[src/rtl/booth16_seq_mul_ctrl_if.sv]
// Operand/product handshake bundle for booth16_seq_mul_ctrl.
// The master drives operands and product acceptance; the slave is the multiplier.
interface booth16_seq_mul_ctrl_if #(
   parameter int WIDTH = 8
);
   logic               op_valid;
   logic               op_ready;
   logic [WIDTH-1:0]   mcand;
   logic [WIDTH-1:0]   mplier;
   logic               prod_valid;
   logic               prod_ready;
   logic [2*WIDTH-1:0] prod;
   logic               busy;

   modport master (
      output op_valid, mcand, mplier, prod_ready,
      input  op_ready, prod_valid, prod, busy
   );

   modport slave (
      input  op_valid, mcand, mplier, prod_ready,
      output op_ready, prod_valid, prod, busy
   );
endinterface

[src/rtl/booth16_seq_mul_ctrl.sv]
// Sequential radix-16 Booth multiplier: one 5-bit window per cycle, odd multiples precomputed.
// Optional early termination on a sign-uniform multiplier tail: define BOOTH_ZERO_SKIP_EN.
module booth16_seq_mul_ctrl #(
   parameter int WIDTH = 8
) (
   input logic                   clk,
   input logic                   rst,
   booth16_seq_mul_ctrl_if.slave bus
);
   localparam int DIGITS = WIDTH / 4;
   localparam int PW     = 2 * WIDTH;
   localparam int KW     = $clog2(DIGITS);
   localparam int SW     = $clog2(PW);

   typedef enum logic [1:0] {IDLE, PRE, ITER, DONE} state_t;

   state_t          state;
   state_t          state_n;
   logic            accept;
   logic            tail_uniform;

   logic [PW-1:0]    a_q;
   logic [WIDTH-1:0] b_q;
   logic [PW-1:0]    m3;
   logic [PW-1:0]    m5;
   logic [PW-1:0]    m7;
   logic [PW-1:0]    acc;
   logic [KW-1:0]    k;

   logic [WIDTH:0]   b_ext;
   logic [SW-1:0]    base;
   logic [4:0]       win;
   int               dig;
   int unsigned      mag;
   logic             neg;
   logic [PW-1:0]    m;
   logic [1:0]       s;
   logic [SW-1:0]    shamt;
   logic [PW-1:0]    term;

   always_ff @(posedge clk) begin
      if (rst) state <= IDLE;
      else     state <= state_n;
   end

   always_comb begin
      state_n        = state;
      accept         = 1'b0;
      bus.op_ready   = (state == IDLE);
      bus.prod_valid = (state == DONE);
      bus.busy       = (state == PRE) || (state == ITER);
      bus.prod       = acc;
      case (state)
         IDLE: if (bus.op_valid) begin
            accept  = 1'b1;
            state_n = PRE;
         end
         PRE:  state_n = ITER;
         ITER: if (k == KW'(DIGITS - 1) || tail_uniform) state_n = DONE;
         DONE: if (bus.prod_ready) state_n = IDLE;
         default: state_n = IDLE;
      endcase
   end

   // Booth window for digit k; B[-1] is the appended zero at b_ext[0].
   always_comb begin
      b_ext = {b_q, 1'b0};
      base  = SW'({k, 2'b00});
      win   = 5'(b_ext >> base);
      dig   = -8 * int'(win[4]) + 4 * int'(win[3]) + 2 * int'(win[2])
              + int'(win[1]) + int'(win[0]);
      neg   = (dig < 0);
      mag   = neg ? unsigned'(-dig) : unsigned'(dig);
      m     = '0;
      s     = 2'd0;
      case (mag)
         1: begin m = a_q; s = 2'd0; end
         2: begin m = a_q; s = 2'd1; end
         3: begin m = m3;  s = 2'd0; end
         4: begin m = a_q; s = 2'd2; end
         5: begin m = m5;  s = 2'd0; end
         6: begin m = m3;  s = 2'd1; end
         7: begin m = m7;  s = 2'd0; end
         8: begin m = a_q; s = 2'd3; end
         default: begin m = '0; s = 2'd0; end
      endcase
      shamt = base + SW'(s);
      term  = (neg ? -m : m) << shamt;
   end

`ifdef BOOTH_ZERO_SKIP_EN
   logic signed [WIDTH-1:0] tail;

   // Bits B[W-1:4k+3] all equal means every remaining window decodes to zero.
   always_comb begin
      tail         = $signed(b_q) >>> (base + SW'(3));
      tail_uniform = (tail == '0) || (tail == '1);
   end
`else
   always_comb tail_uniform = 1'b0;
`endif

   always_ff @(posedge clk) begin
      if (rst) begin
         a_q <= '0;
         b_q <= '0;
         m3  <= '0;
         m5  <= '0;
         m7  <= '0;
         acc <= '0;
         k   <= '0;
      end else begin
         case (state)
            IDLE: if (accept) begin
               a_q <= {{WIDTH{bus.mcand[WIDTH-1]}}, bus.mcand};
               b_q <= bus.mplier;
               acc <= '0;
               k   <= '0;
            end
            PRE: begin
               m3 <= a_q + (a_q << 1);
               m5 <= a_q + (a_q << 2);
               m7 <= (a_q << 3) - a_q;
            end
            ITER: begin
               acc <= acc + term;
               k   <= k + KW'(1);
            end
            default: ;
         endcase
      end
   end
endmodule

[src/flat_wrapper.sv]
// flat-port wrapper written by rule: the top's interface ports become plain ports
module booth16_seq_mul_ctrl_flat 
#(
   parameter int WIDTH = 8
)
  (clk, rst, bus_op_valid, bus_mcand, bus_mplier, bus_prod_ready, bus_op_ready, bus_prod_valid, bus_prod, bus_busy);
  booth16_seq_mul_ctrl_if #(.WIDTH(WIDTH)) bus_i ();
  input logic clk;
  input logic rst;
  input wire logic [$bits(bus_i.op_valid)-1:0] bus_op_valid;
  input wire logic [$bits(bus_i.mcand)-1:0] bus_mcand;
  input wire logic [$bits(bus_i.mplier)-1:0] bus_mplier;
  input wire logic [$bits(bus_i.prod_ready)-1:0] bus_prod_ready;
  output wire logic [$bits(bus_i.op_ready)-1:0] bus_op_ready;
  output wire logic [$bits(bus_i.prod_valid)-1:0] bus_prod_valid;
  output wire logic [$bits(bus_i.prod)-1:0] bus_prod;
  output wire logic [$bits(bus_i.busy)-1:0] bus_busy;
  assign bus_i.op_valid = bus_op_valid;
  assign bus_i.mcand = bus_mcand;
  assign bus_i.mplier = bus_mplier;
  assign bus_i.prod_ready = bus_prod_ready;
  assign bus_op_ready = bus_i.op_ready;
  assign bus_prod_valid = bus_i.prod_valid;
  assign bus_prod = bus_i.prod;
  assign bus_busy = bus_i.busy;
  booth16_seq_mul_ctrl #(.WIDTH(WIDTH)) u_core (.clk(clk), .rst(rst), .bus(bus_i));
endmodule
[config.mk]
export PLATFORM = sky130hd
export DESIGN_NAME = booth16_seq_mul_ctrl_flat
export DESIGN_NICKNAME = d
export VERILOG_FILES = /design/src/rtl/booth16_seq_mul_ctrl_if.sv /design/src/rtl/booth16_seq_mul_ctrl.sv /design/src/flat_wrapper.sv
export SDC_FILE = /design/constraint.sdc
export NUM_CORES = 1
export LEC_CHECK = 0
export CAP_MARGIN = 20
export CORE_ASPECT_RATIO = 1.4
export CORE_UTILIZATION = 61
export CTS_BUF_LIST = sky130_fd_sc_hd__clkbuf_4 sky130_fd_sc_hd__clkbuf_8 sky130_fd_sc_hd__clkbuf_16
export CTS_CLUSTER_DIAMETER = 120
export CTS_CLUSTER_SIZE = 30
export DETAILED_ROUTE_END_ITERATION = 7
export PLACE_DENSITY = 0.8
export SYNTH_ARGS = -nofsm -noshare
export SYNTH_HDL_FRONTEND = slang
export SYNTH_SLANG_ARGS = --single-unit
[constraint.sdc]
create_clock -name clk -period 8.2 [get_ports clk]
set_clock_uncertainty 0.15 [all_clocks]
set_input_delay 2.46 -clock clk [delete_from_list [all_inputs] [get_ports clk]]
set_output_delay 2.46 -clock clk [all_outputs]
set_load 0.05 [all_outputs]
=== Word level (Yosys, flattened, before mapping) ===
Cells that the tools add are included.

* Register bits: 83
* Input port bits: 20
* Output and inout port bits: 19
* Logic and storage cells: 62

* Add/sub/neg operators: 13
* $lt $le $gt $ge: 1
* Equal/unequal tests: 15
* Shift-type cells: 2
* Multiplexer cells: 14
* Reduce and logical (&&, ||, !) cells: 9

{| class="wikitable"
|+ Operators with widths
! kind !! number
|-
| $eq 32x3->1 const B || 4
|-
| $add 32x2->32 || 2
|-
| $eq 32x2->1 const B || 2
|-
| $pmux 16 s4 || 1
|-
| $add 32x3->32 || 1
|-
| $add 32x4->32 || 1
|-
| $eq 32x1->1 const B || 1
|-
| $eq 32x4->1 const B || 1
|-
| $lt 32x1->1 const B || 1
|-
| $mux 16 || 2
|-
| $mux 32 || 1
|-
| $neg 32->32 || 1
|-
| $pmux 16 s2 || 1
|-
| $neg 1->29 || 1
|-
| $add 16x16->16 || 1
|-
| $neg 16->16 || 1
|-
| $shl 16x4->16 || 1
|-
| $sub 11x8->12 || 1
|-
| $add 8x10->11 || 1
|-
| $add 8x9->10 || 1
|-
| $shr 9x3->5 || 1
|-
| $pmux 2 s4 || 1
|-
| $mux 2 || 3
|-
| $pmux 2 s3 || 1
|-
| other kinds (15) || 22
|}

=== Depth between registers and ports, before layout ===
* Word-level depth: 16
* Gate-level depth with buffers: 35
* Gate-level depth less buffers: 30

=== Worst setup path after synthesis ===
No wires, ideal clock.

* Path kind: register to register
* Start point: reg u_core.k
* End point: reg u_core.acc[14] (netlist: u_core.bus.prod[14])
* Library setup time: 0.128 ns
* Data arrival time: 7.075 ns
* Data required time: 7.922 ns
* Path slack: 0.847 ns
* Cell stages (with the launch flop): 35
* Path buffers: 6
* Period minus slack after synthesis: 7.353 ns
* Cell sequence: dfxtp_1 -> clkbuf_1 -> clkbuf_1 -> and2_1 -> ha_1 -> clkbuf_1 -> inv_1 -> ha_1 -> clkbuf_1 -> nand2_1 -> mux2_4 -> nor4_2 -> o211ai_1 -> and2_1 -> buf_2 -> or4b_1 -> buf_2 -> mux2i_1 -> mux2_2 -> or3_1 -> o21a_1 -> nor2_1 -> ha_1 -> a21o_1 -> a21oi_1 -> o21ai_0 -> a21o_1 -> a21o_1 -> a31o_2 -> a21o_1 -> a21oi_1 -> o21ai_0 -> xor2_1 -> a22oi_1 -> nor2_1

* Cells in the longest elaborated chain, start to end: 16
* Elaborated cells between the ends (all ways): 28
* Those cells by class: 9 x add/sub; 1 x order compare; 8 x eq/ne; 2 x shift; 5 x mux; 3 x reduce/logical

{| class="wikitable"
|+ RTL lines
! what !! RTL line !! source
|-
| start: declaration || booth16_seq_mul_ctrl.sv:28 || <nowiki>logic [KW-1:0] k;</nowiki>
|-
| start signal: assignment || booth16_seq_mul_ctrl.sv:127 || <nowiki>k <= k + KW'(1);</nowiki>
|-
| $shr 9x3->5 || booth16_seq_mul_ctrl.sv:69 || <nowiki>win = 5'(b_ext >> base);</nowiki>
|-
| $neg 1->29 || booth16_seq_mul_ctrl.sv:70 || <nowiki>dig = -8 * int'(win[4]) + 4 * int'(win[3]) + 2 * int'(win[2])</nowiki>
|-
| $add 32x4->32 || booth16_seq_mul_ctrl.sv:70 ||
|-
| $add 32x3->32 || booth16_seq_mul_ctrl.sv:70 ||
|-
| $add 32x2->32 (2 in series) || booth16_seq_mul_ctrl.sv:71 || <nowiki>+ int'(win[1]) + int'(win[0]);</nowiki>
|-
| $neg 32->32 / $lt 32x1->1 (equally long branches) || booth16_seq_mul_ctrl.sv:73, booth16_seq_mul_ctrl.sv:72 ||
|-
| $mux 32 || booth16_seq_mul_ctrl.sv:73 || <nowiki>mag = neg ? unsigned'(-dig) : unsigned'(dig);</nowiki>
|-
| $eq 32x1->1, or another cell as far along || booth16_seq_mul_ctrl.sv:76 || <nowiki>case (mag)</nowiki>
|-
| $reduce_or 4->1 (no line) / $reduce_or 2->1 (equally long branches) || -- ||
|-
| $pmux 16 s4 || booth16_seq_mul_ctrl.sv:76 ||
|-
| $neg 16->16 || booth16_seq_mul_ctrl.sv:88 || <nowiki>term = (neg ? -m : m) << shamt;</nowiki>
|-
| $mux 16 || booth16_seq_mul_ctrl.sv:88 ||
|-
| $shl 16x4->16 * || booth16_seq_mul_ctrl.sv:88 ||
|-
| $add 16x16->16 * || booth16_seq_mul_ctrl.sv:126 || <nowiki>acc <= acc + term;</nowiki>
|-
| $pmux 16 s2 * || booth16_seq_mul_ctrl.sv:113 || <nowiki>case (state)</nowiki>
|-
| end signal: assignment || booth16_seq_mul_ctrl.sv:126 ||
|-
| end: declaration || booth16_seq_mul_ctrl.sv:27 || <nowiki>logic [PW-1:0] acc;</nowiki>
|}

Mark *: on every way between the ends. The rest lies on a longest branch, timed or not.
A chain may end at the register's enable or synchronous reset.

=== Worst setup path in the final report ===
* Start point: reg u_core.k
* End point: reg u_core.acc[15] (netlist: u_core.bus.prod[15])

Same word-level chain as after synthesis.

==> summary.md <==
| Metric | Value |
|---|---|
| CP arrival | `7680 ps` |
| Total vias in the final route | `5,345` |
| Gp weighted congestion | `0.909` |
| Via/cell ratio | `6.32` |
| Hold Crit Class | `register to register` |
| Clk buf depth | `2` |
| Logic pwr share | `0.549` |
| Slew Limit Fails | `0` |
| Top FF cell, synth | `dfxtp_1` |
| CP max stage cell | `dfxtp_1` |
| Synth top cells by count | `nor2_1 (84), nand2_1 (77), a21oi_1 (64), dfxtp_1 (64), ha_1 (49)` |
| I/O Buffers | `38` |
| Floorplan core area | `8980 um2` |
| Inserted Clock Buffers | `9` |
| Initial Util | `0.627` |
| Antenna Violating Nets Remaining | `0` |
| Post-route DRC violation count | `0` |
| Postcts setup bufs | `0` |
| Clock power frac | `0.204` |
| Post-layout net count | `806` |
| Crit share post-route | `0.930` |
| Syn Area/Cell | `7.85 um2` |
| Area grow syn2layout | `12.4%` |
| Crit path launch type | `register` |
| Largest delay share family, worst path | `compound AO/OA/AOI/OAI gates` |
| Yosys top cell area share | `0.228` |
| Wire per inst | `17.1 um` |
| Maximum fanout along the worst path | `11` |
| Total grt overflow | `0` |
| Placement Cell Area | `6030 um2` |
| CTS root buf | `clkbuf_16` |
| Worst-Margin Slew | `968 ps` |
| Initial antenna violation count | `0` |
| Number of global-route vias before repair | `5,083` |
| Leakage power | `0.00263 uW` |
| Fin cells | `846` |
| Cell mode on critical path | `ha_1` |
| Pre-antenna DRT Iters | `5` |
| Pint | `953 uW` |
| Synthesis Warnings | `0` |
| Flop pwr share | `0.247` |
| Global Route Usage Sum | `0.306` |
| # Max-Cap Violations | `0` |
| Post-Place Cells | `830` |
| CTS clk-pin slew, worst paths | `60 ps` |
| Post-synthesis async set-or-reset flop share | `0` |
| Cell taking the most area after synthesis | `dfxtp_1` |
| Sw power | `811 uW` |
| Wirelength, routed | `14,400 um` |
| RSZ-0062 raised after global routing | `no` |
| Total die area | `9620 um2` |
| Mapped cell area | `5630 um2` |
| Synth cell types | `79` |
| First-pass GRT wire length | `24,000 um` |
| Sequential element share of the synthesized area | `0.228` |
| Clock sinks | `64` |
| Final worst path period need | `7630 ps` |
| Final setup TNS | `0 ps` |
| Chip Height | `116 um` |
| ANT cells | `0` |
| Most common cell in the netlist | `nor2_1` |
| Design area | `6330 um2` |
| Die width | `83.2 um` |
| Max frequency | `131 MHz` |
| Share of post-route cells with drive strength above 1 | `0.0866` |
| Number of synthesized flops with an enable pin | `0` |
| Endpoint class of the critical path | `register` |
| Post-detail-place hpwl | `10,600 um` |
| Setup Viol. Count Final | `0` |
| Crit-path max cell delay | `520 ps` |
| DRT iter0 DRCs | `446` |
| Cells after synthesis | `717` |
| Clock latency on the worst-skew pair | `340 ps` |
| Post-Syn Nets | `789` |
| Yosys reg bits | `64` |
| Sw Ratio | `0.460` |
| Area contributors post-synth | `dfxtp_1 (23%), ha_1 (11%), a21oi_1 (5.7%)` |
| FP Rows | `41` |
| Status | `finished, final reports clean` |
| Largest net degree at the start of global routing | `67` |
| Pwr dens | `279 nW/um2` |
| I/O pins | `39` |
| Peak supply drop | `0.154 mV` |
| Req. time, crit path | `8250 ps` |
| CTS tree | `built` |
| Slew headroom | `0.355` |
| Final hold vios | `0` |
| Setup CP Type | `register to register` |
| H-Tree Level Count | `3` |
| Bufs and invs on worst path | `1` |
-- final cells by class --
class	count	area, um2
clock inverters	7	47.5
clock buffers	9	225
inverters	24	90.1
multi-input cells	588	4110
well taps	107	134
repair buffers	47	443
flip-flops and latches	64	1280
fillers	739	2650
-- sequential cells by signal, indices dropped and copies added (netlist names) --
register         flops
u_core.bus.prod     16
u_core.b_q           8
u_core.state         2
u_core.m7           12
u_core.k             1
u_core.m3            7
u_core.m5           10
u_core.a_q           8
-- per-layer routing --
metal	GRT usage	vias up	wire [um]
met3	0.0427	44	540
met1	0.358	2496	5980
li1	-	2646	-
met2	0.546	159	7370
met4	0.163	0	566
met5	0	-	0
-- cells in the final DEF, fill, tap and decap left out, types with 4 or more instances in the layout --
cell	Yosys	final
xnor2_1	18	18
nand2_1	77	77
o211ai_1	5	5
and2_1	8	8
xor2_1	15	15
or3_1	6	6
a22oi_1	18	18
a211oi_1	13	13
ha_1	49	48
nor2_1	84	84
a31oi_1	11	11
a21oi_1	64	64
or4_1	4	4
mux2_2	10	10
o21ai_0	17	17
buf_4	1	9
nand3_1	14	14
clkdlybuf4s50_1	0	37
inv_1	23	23
clkbuf_16	0	9
nand2b_1	5	5
o22ai_1	4	4
and4_1	4	4
nor2b_1	7	7
a21o_1	23	23
nor4_1	6	6
nor3_1	16	14
or2_2	4	4
dfxtp_1	64	64
mux2i_1	31	31
o21ai_1	5	5
nand4_1	7	7
-- final timing paths --
check | startpoint | end | slack (ps) | cells past startpoint
setup reg to reg | u_core.k$_SDFFE_PP0P_ | u_core.bus.prod[15]$_SDFFE_PP0P_ | 570 | 27
hold reg to reg | u_core.b_q[1]$_SDFFE_PP0P_ | u_core.b_q[1]$_SDFFE_PP0P_ | 340 | 2
hold / removal | u_core.b_q[1]$_SDFFE_PP0P_ | u_core.b_q[1]$_SDFFE_PP0P_ | 340 | 2
setup / recovery | u_core.k$_SDFFE_PP0P_ | u_core.bus.prod[15]$_SDFFE_PP0P_ | 570 | 27
-- cell families (layout without fill, tap and decap cells) --
| kind of cell | count (synthesis) | in the layout | synth area share |
|---|---|---|---|
| xor gates and xnor gates | 34 | 34 | 0.0553 |
| AOI/OAI and AO/OA | 199 | 199 | 0.241 |
| adders and majority gates | 52 | 52 | 0.120 |
| and+or+nand+nor | 258 | 258 | 0.222 |
| DFF | 64 | 64 | 0.228 |
| buffers and inverters | 65 | 87 | 0.0482 |
| muxes | 45 | 45 | 0.0867 |
-- per-stage QoR --
stage / total power [uW] / hold slack [ps] / setup slack, ps / util
floorplan: 1180 / 283 / 847 / -
detailed placement: 1380 / 328 / 417 / 0.672
global placement: 1350 / 317 / 691 / 0.672
finish: 1760 / 341 / 571 / 0.705
global route: 1880 / 355 / 139 / 0.705
CTS: 1750 / 336 / 348 / 0.702
-- repair_timing --
action	CTS	global route
endpoints found under the setup margin	0	2
resized for setup	0	3
hold buffers	0	0
endpoints found under the hold margin	0	0
-- power by group through the flow --
| stage | clock, uW | sequential [uW] | combinational, uW |
|---|---|---|---|
| floorplan | 0 | 421 | 755 |
| global placement | 0 | 435 | 916 |
| detailed placement | 0 | 439 | 938 |
| CTS | 363 | 433 | 952 |
| global route | 375 | 443 | 1060 |
| finish | 360 | 435 | 969 |
-- tightest hold or removal path, stage by stage, from the launching register on --
cell	delay, ps
dfxtp_1	330
nand2_1	60
a21oi_1	50
No activity file was read; power rests on OpenSTA's default activity.
